**src/rtl/decode_sb_rf.sv**
```systemverilog
// Decode-stage register file with per-register pending-write scoreboard,
// RAW hazard stall generation and a registered ID/EX pipeline stage.
module decode_sb_rf #(
  parameter int unsigned DATA_W       = 16,
  parameter int unsigned NREGS        = 8,
  parameter int unsigned MAX_INFLIGHT = 3,
  parameter int unsigned BYPASS       = 1,
  localparam int unsigned REG_W       = $clog2(NREGS),
  localparam int unsigned CNT_W       = $clog2(MAX_INFLIGHT + 1)
) (
  input  logic              clk,
  input  logic              rst_n,
  input  logic              dec_valid,
  input  logic [REG_W-1:0]  rd1_sel,
  input  logic [REG_W-1:0]  rd2_sel,
  input  logic              rd1_use,
  input  logic              rd2_use,
  input  logic [REG_W-1:0]  dst_sel,
  input  logic              dst_wr,
  input  logic              flush,
  input  logic              wb_en,
  input  logic [REG_W-1:0]  wb_sel,
  input  logic [DATA_W-1:0] wb_data,
  input  logic              cancel_en,
  input  logic [REG_W-1:0]  cancel_sel,
  output logic              dec_stall,
  output logic              ex_valid,
  output logic [DATA_W-1:0] ex_rd1_data,
  output logic [DATA_W-1:0] ex_rd2_data,
  output logic [REG_W-1:0]  ex_dst_sel,
  output logic              ex_dst_wr,
  output logic              err
);

  localparam int unsigned SUM_W = CNT_W + 2;

  logic [DATA_W-1:0] rf_q [NREGS];
  logic [DATA_W-1:0] rf_d [NREGS];
  logic [CNT_W-1:0]  pend_q [NREGS];
  logic [CNT_W-1:0]  pend_d [NREGS];
  logic [SUM_W-1:0]  up_c [NREGS];
  logic [SUM_W-1:0]  dn_c [NREGS];
  logic              err_q, err_d;
  logic              ex_valid_q, ex_valid_d;
  logic [DATA_W-1:0] ex_rd1_data_q, ex_rd1_data_d;
  logic [DATA_W-1:0] ex_rd2_data_q, ex_rd2_data_d;
  logic [REG_W-1:0]  ex_dst_sel_q, ex_dst_sel_d;
  logic              ex_dst_wr_q, ex_dst_wr_d;

  logic [DATA_W-1:0] rd1_data_c, rd2_data_c;
  logic              haz1_c, haz2_c, sat_c, stall_c, issue_c;

  // Write-before-read forwarding of the write-back port onto both read ports
  assign rd1_data_c = (wb_en && wb_sel == rd1_sel) ? wb_data : rf_q[rd1_sel];
  assign rd2_data_c = (wb_en && wb_sel == rd2_sel) ? wb_data : rf_q[rd2_sel];

  always_comb begin
    haz1_c = rd1_use && (pend_q[rd1_sel] != '0);
    haz2_c = rd2_use && (pend_q[rd2_sel] != '0);
    // Last pending writer returning this cycle releases the source early
    if (BYPASS != 0 && pend_q[rd1_sel] == CNT_W'(1) && wb_en && wb_sel == rd1_sel) haz1_c = 1'b0;
    if (BYPASS != 0 && pend_q[rd2_sel] == CNT_W'(1) && wb_en && wb_sel == rd2_sel) haz2_c = 1'b0;
    sat_c   = dst_wr && (pend_q[dst_sel] == CNT_W'(MAX_INFLIGHT));
    stall_c = dec_valid && !flush && (haz1_c || haz2_c || sat_c);
    issue_c = dec_valid && !flush && !stall_c;
  end

  assign dec_stall = stall_c;

  // Register file write and scoreboard update; underflow clamps and flags err
  always_comb begin
    err_d = err_q;
    for (int unsigned r = 0; r < NREGS; r++) begin
      rf_d[r] = (wb_en && wb_sel == REG_W'(r)) ? wb_data : rf_q[r];
      up_c[r] = SUM_W'(pend_q[r])
              + SUM_W'(issue_c && dst_wr && dst_sel == REG_W'(r));
      dn_c[r] = SUM_W'(wb_en && wb_sel == REG_W'(r))
              + SUM_W'(cancel_en && cancel_sel == REG_W'(r))
              + SUM_W'(flush && ex_valid_q && ex_dst_wr_q && ex_dst_sel_q == REG_W'(r));
      if (up_c[r] < dn_c[r]) begin
        pend_d[r] = '0;
        err_d     = 1'b1;
      end else begin
        pend_d[r] = CNT_W'(up_c[r] - dn_c[r]);
      end
    end
  end

  // ID/EX stage: bubble unless issuing, payload held otherwise
  always_comb begin
    ex_valid_d    = issue_c;
    ex_rd1_data_d = ex_rd1_data_q;
    ex_rd2_data_d = ex_rd2_data_q;
    ex_dst_sel_d  = ex_dst_sel_q;
    ex_dst_wr_d   = ex_dst_wr_q;
    if (issue_c) begin
      ex_rd1_data_d = rd1_data_c;
      ex_rd2_data_d = rd2_data_c;
      ex_dst_sel_d  = dst_sel;
      ex_dst_wr_d   = dst_wr;
    end
  end

  always_ff @(posedge clk) begin
    if (!rst_n) begin
      for (int unsigned r = 0; r < NREGS; r++) begin
        rf_q[r]   <= '0;
        pend_q[r] <= '0;
      end
      err_q         <= 1'b0;
      ex_valid_q    <= 1'b0;
      ex_rd1_data_q <= '0;
      ex_rd2_data_q <= '0;
      ex_dst_sel_q  <= '0;
      ex_dst_wr_q   <= 1'b0;
    end else begin
      rf_q          <= rf_d;
      pend_q        <= pend_d;
      err_q         <= err_d;
      ex_valid_q    <= ex_valid_d;
      ex_rd1_data_q <= ex_rd1_data_d;
      ex_rd2_data_q <= ex_rd2_data_d;
      ex_dst_sel_q  <= ex_dst_sel_d;
      ex_dst_wr_q   <= ex_dst_wr_d;
    end
  end

  assign ex_valid    = ex_valid_q;
  assign ex_rd1_data = ex_rd1_data_q;
  assign ex_rd2_data = ex_rd2_data_q;
  assign ex_dst_sel  = ex_dst_sel_q;
  assign ex_dst_wr   = ex_dst_wr_q;
  assign err         = err_q;

endmodule
```
**config.mk**
```make
export PLATFORM = sky130hd
export DESIGN_NAME = decode_sb_rf
export DESIGN_NICKNAME = d
export VERILOG_FILES = /design/src/rtl/decode_sb_rf.sv
export SDC_FILE = /design/constraint.sdc
export NUM_CORES = 1
export LEC_CHECK = 0
export BUFFER_PORTS_ARGS = -buffer_cell sky130_fd_sc_hd__buf_2
export CORE_MARGIN = 3
export CORE_UTILIZATION = 50
export CTS_CLUSTER_SIZE = 25
export DETAILED_ROUTE_END_ITERATION = 8
export PLACE_DENSITY = 0.82
export SYNTH_ARGS = -nofsm -noshare
export SYNTH_HDL_FRONTEND = slang
export SYNTH_SLANG_ARGS = --single-unit
export TNS_END_PERCENT = 1
```
**constraint.sdc**
```tcl
create_clock -name clk -period 2.9 [get_ports clk]
set_input_delay 0.29 -clock clk [delete_from_list [all_inputs] [get_ports clk]]
set_output_delay 0.29 -clock clk [all_outputs]
set_load 0.02 [all_outputs]
```
; Word-level counts from Yosys, hierarchy flattened
; Index checks and enable logic that the tools add are counted.
[totals]
ff_bits = 182
out_inout_bits = 39
wordCells = 195
[classes]
n_addsub = 32
order_cmp = 11
eq_ne = 33
n_mux = 27
n_bitwise = 4
n_reduce_logical = 66
[op_table]
columns = op, n
row1 = binary-select mux 16 bit (select 3 bit), 2
row2 = 2-to-1 mux 16 bit, 6
row3 = adder 2 x 1 -> 3 bit, 16
row4 = "== test 3 bit, second input constant", 16
row5 = logical AND 1 bit, 47
row6 = "== test 3 x 2 -> 1 bit, second input constant", 8
row7 = less-than comparator 3 bit, 8
row8 = binary-select mux 2 bit (select 3 bit), 3
row9 = adder 1 x 1 -> 2 bit, 8
row10 = OR reduction 2 bit, 8
row11 = subtractor 2 bit, 8
row12 = "== test 3 x 1 -> 1 bit, second input constant", 4
row13 = ">= comparator 4 bit, second input constant", 3
row14 = logical NOT 3 bit, 4
row15 = 2-to-1 mux 2 bit, 6
row16 = NOT 3 -> 4 bit, 3
row17 = 2-to-1 mux 1 bit, 10
row18 = nonzero test 8 bit, 1
row19 = == test 3 bit, 2
row20 = "== test 2 x 1 -> 1 bit, second input constant", 2
row21 = nonzero test 2 bit, 2
row22 = "== test 2 bit, second input constant", 1
row23 = logical NOT 1 bit, 2
row24 = logical OR 1 bit, 2
row25 = NOT 1 bit, 1

; Logic depth before layout (Yosys ltp)
[depth]
depth_word = 25
mapped_depth = 15
mapped_depth_nobuf = 13

; Least setup slack after synthesis
; No wires, ideal clock.
[synth_timing]
path_type = input-to-reg
startpoint = input rd1_sel[0]
endpoint = register err_q, in the netlist err
setup_time_ns = 0.074
t_arrival_ns = 3.087
required_ns = 2.826
setup_slack_ns = -0.262
cell_stages = 14
n_path_buf = 2
path_cell_list = buf_6 mux4_2 o41ai_1 a221oi_1 a211oi_4 nand2_4 buf_6 nor3_2 ha_1 fa_1 nor3b_1 nor2_1 nor3_1 a31oi_1
[synth_via]
elab_chain_len = 24
[synth_lines]
columns = element, line
row1 = "start, declared", 14  ; input logic [REG_W-1:0] rd1_sel,
row2 = NOT 3 -> 4 bit (not written as such), "58, 61"
row3 = binary-select mux 2 bit (select 3 bit), "58, 61"
row4 = 2-to-1 mux 2 bit (not written as such) (2 in series), "58, 61"
row5 = == test 2 x 1 -> 1 bit, 61  ; if (BYPASS != 0 && pend_q[rd1_sel] == CNT_W'(1) && wb_en && wb_sel == rd1_sel) haz1_c = 1'b0;
row6 = logical AND 1 bit (2 in series), 61
row7 = 2-to-1 mux 1 bit *, 61
row8 = logical OR 1 bit * (2 in series), 64  ; stall_c = dec_valid && !flush && (haz1_c || haz2_c || sat_c);
row9 = logical AND 1 bit *, 64
row10 = logical NOT 1 bit *, 65  ; issue_c = dec_valid && !flush && !stall_c;
row11 = logical AND 1 bit *, 65
row12 = logical AND 1 bit *, 76  ; + SUM_W'(issue_c && dst_wr && dst_sel == REG_W'(r));
row13 = logical AND 1 bit, 76
row14 = adder 2 x 1 -> 3 bit, 76
row15 = less-than comparator 3 bit, 80  ; if (up_c[r] < dn_c[r]) begin
row16 = 2-to-1 mux 1 bit (7 in series), 80
row17 = "end signal, assigned", 119  ; err_q <= err_d;
row18 = "end, declared", 43  ; logic err_q, err_d;
; Mark *: on every way between the ends. The rest lies on a longest branch, timed or not. The select of a mux whose other input is x is not followed.
; A chain may end at the register's enable or synchronous reset.

; Worst setup path after layout
[layout_timing]
startpoint = register pend_q[0] (netlist bit)
endpoint = register pend_q[10] (netlist bit)
[layout_via]
elab_chain_len = 17
[layout_lines]
columns = element, line
row1 = "start, declared", 39  ; logic [CNT_W-1:0] pend_q [NREGS];
row2 = "start signal, assigned", 118  ; pend_q <= pend_d;
row3 = binary-select mux 2 bit (select 3 bit) (on tied branches), --
row4 = 2-to-1 mux 2 bit (on tied branches) (2 in series), --
row5 = == test 2 x 1 -> 1 bit (on tied branches), "61, 62"
row6 = logical AND 1 bit (on tied branches) (2 in series), "61, 62"
row7 = 2-to-1 mux 1 bit (on tied branches), "61, 62"
row8 = logical OR 1 bit, 64
row9 = logical OR 1 bit *, 64
row10 = logical AND 1 bit *, 64
row11 = logical NOT 1 bit *, 65
row12 = logical AND 1 bit *, 65
row13 = logical AND 1 bit * (2 in series), 76
row14 = adder 2 x 1 -> 3 bit *, 76
row15 = less-than comparator 3 bit, 80
row16 = OR reduction 2 bit (no line), --
; Marked as above.

==> flow_summary_export.csv <==
group,metric,value,unit
synth,synth-seq-area-share,36.58,%
cts,clk_pin_slew,0.07,ns
timing,slew_headroom,32.17,%
global_route,antenna_found_initial,3,
synth,netlist_area,9961,sq um
timing,fin_ws,-0.2088,ns
floorplan,io-pin-count,79,
timing,period_share,107.2,%
drt,wl_per_cell,20.05,microns
status,status,"complete, but fails checks",
cts,cts_tree,"yes",
cts,cts_hold_buffers,0,
worst_setup_path,worst-path-max-fanout,4,
timing,report.final.slew_viol_count,0,
timing,worst_pin_slew,1.017,ns
synth,yosysWarningCount,0,
floorplan,rows,50,
drt,via_per_inst,6.088,
cts,htree_levels,4,
global_route,grt_pass1_wl,44970,microns
timing,finalHoldViolations,0,
final_layout,seq_area,3667,sq um
drt,drtAntennaViolNets,0,
worst_setup_path,arrival,3.41,ns
timing,fin_hold_ws,0.1916,ns
hold_path,hp-class,"in2reg",
global_route,grt_overflow_total,0,
flow_run,maxCapViolCount,0,
timing,rsz0062_at_grt,"true",
worst_setup_path,critPathKind,"reg2reg",
synth,synthArstFlopShare,0,%
global_route,grt_pass1_vias,8725,
final_layout,fillCellCount,1516,
drt,vias,8889,
synth,synth_area_leaders,"dfxtp_1, mux4_2, nand2_1",
synth,yosysTopAreaCell,"dfxtp_1",
place,port_buffers,78,
drt,drtPass1Iterations,6,
final_layout,final_core_util,61.25,%
cts,cts_sinks,182,
timing,setup_viol,17,
floorplan,start_util,52.03,%
final_layout,layout-drive-gt1-share,25.94,%
power,cellPowerDensity,481.6,nW/um^2
synth,ys_types,38,
power,ir_worst_vdd,382.5,uV
floorplan,die_y,147.1,microns
floorplan,die_area,21650,sq um
drt,drtIter0Drc,978,
place,dp_hpwl,18110,microns
place,routabilityCongestion,0.8905,
floorplan,coreArea,19140,sq um
final_layout,layout_commonest_cell,"nand2_1",
cts,clockBufferDepth,2,
final_layout,syn_to_final_growth,17.72,%
global_route,grt_max_degree,73,
cts,numCtsBuffers,17,
worst_setup_path,cp-end-kind,"flop",
synth,synth-edff-count,0,
synth,syn_inst,1102,
drt,drc,0,
power,leakage,4.707,nW
global_route,grt.total_usage,26.42,%
status,violations,"setup timing",
cts,cts_root_buf,"clkbuf_16",
power,power.total,5.647,mW
worst_setup_path,crit_path_start_kind,"flop",
synth,synth-seq-cells,182,
timing,maxClockFrequency,321.7,MHz
final_layout,finalNetCount,1266,
synth,synth_top_cell_area_share,36.58,%
synth,synth.avg_cell_area,9.039,sq um
drt,route.final.wire_length,29270,microns
final_layout,multi_input_area,6011,sq um
timing,skew,0.01123,ns
timing,timing.setup.tns,-1.885,ns
final_layout,final_cell_mix,"nand2_1, dfxtp_1, a21oi_1, buf_2, buf_4",
synth,syn_nets,1182,
synth,ys.flop_type,"dfxtp_1",
timing,layout_min_cycle_time,3.109,ns
floorplan,die_w,147.1,microns
cts,insertion_delay,0.44,ns
worst_setup_path,required,3.20,ns
## power breakdown
part           internal [mW]  switching, mW  total, mW
logic                  0.282          0.434      0.716
registers               2.56         0.0526       2.61
clock network           1.31           1.01       2.32
## layer usage
layer / global-route usage, % / wire [microns] / up-vias
met1: 31.86 / 10630 / 4202
met2: 43.99 / 14200 / 543
li1: - / - / 3993
met5: 0 / 27 / -
met4: 14.63 / 1275 / 4
met3: 5.861 / 3136 / 147
## cell families (layout without fill, tap and decap cells)
kind of cell,count (synthesis),in the layout,share of synthesized area [%]
DFF,182,182,36.58
and+or+nand+nor,425,425,17.55
adders and majority gates,40,40,6.230
muxes,137,137,22.94
xor gates and xnor gates,14,14,1.231
AOI/OAI and AO/OA,184,184,10.48
other,0,1,0
buffers and inverters,120,217,4.999
## metrics by stage
stage	instances	worst slack (ns)	cell area [sq um]
global route	1460	-0.3617	11730
floorplan	1102	-0.2165	10030
finish	1460	-0.2088	11730
global placement	1423	-0.3681	10930
CTS	1458	-0.1537	11640
detailed placement	1423	-0.4884	10930
## cells in the mapped netlist (2+ instances only)
cell type  count
nand2_1      331
dfxtp_1      182
a21oi_1      135
mux4_2        73
clkbuf_1      67
mux2i_1       64
o211ai_1      32
nor2_1        29
ha_1          24
inv_1         19
fa_1          16
nor3_1        15
nand3_1       13
buf_1         11
and3_1         8
buf_2          8
clkinv_1       8
o21ai_0        8
xnor2_1        8
nand2b_1       7
xor2_1         6
nor2b_1        5
nor3b_1        5
buf_6          4
o41ai_1        4
nor4_1         3
a221oi_1       2
buf_4          2
nand4_1        2
nor3_2         2
or4_1          2
## worst max-delay path, cell delays in order (launching register included)
cell and delay [ns]:
dfxtp_4 0.38, nand3_2 0.08, o21ai_1 0.08, mux4_2 0.53, a211oi_4 0.36, nand2_4 0.13
buf_6 0.17, nor3_4 0.15, ha_2 0.20, fa_1 0.42, nor3b_2 0.17, nor2_2 0.13
buf_4 0.13, nor3_2 0.03
## layout make-up
type	instances	share of cell area, %
Timing Repair Buffer	157	8.739
Sequential cell	182	31.27
Clock inverter	8	0.7362
Multi-Input combinational cell	800	51.26
Clock buffer	24	4.279
Antenna cell	1	0.02134
Tap cell	260	2.774
Inverter	28	0.9176
## final timing paths
path / cells past startpoint / end / slack [ns] / startpoint
worst max-delay path: 13 / pend_q[10] / -0.21 / pend_q[0]
worst max register to register: 13 / pend_q[10] / -0.21 / pend_q[0]
worst min register to register: 2 / ex_rd2_data[10] / 0.46 / ex_rd2_data[10]
worst min-delay path: 3 / rf_q[100] / 0.19 / wb_data[4]
## sequential cells by signal (all words and copies together), names as in the netlist
signal and count:
pend_q 16, err 1, rf_q 128, ex_dst_sel 3, ex_rd1_data 16, ex_valid 1
ex_dst_wr 1, ex_rd2_data 16
## what timing repair did
| action | 4_1_cts | 5_1_grt |
|---|---|---|
| hold endpoints to repair | 0 | 0 |
| endpoints found under the setup margin | 17 | 17 |
| buffers inserted | 3 | 1 |
| pin swaps | 18 | 17 |
| gates resized for setup | 29 | 23 |
No activity file was read; power rests on OpenSTA's default activity.
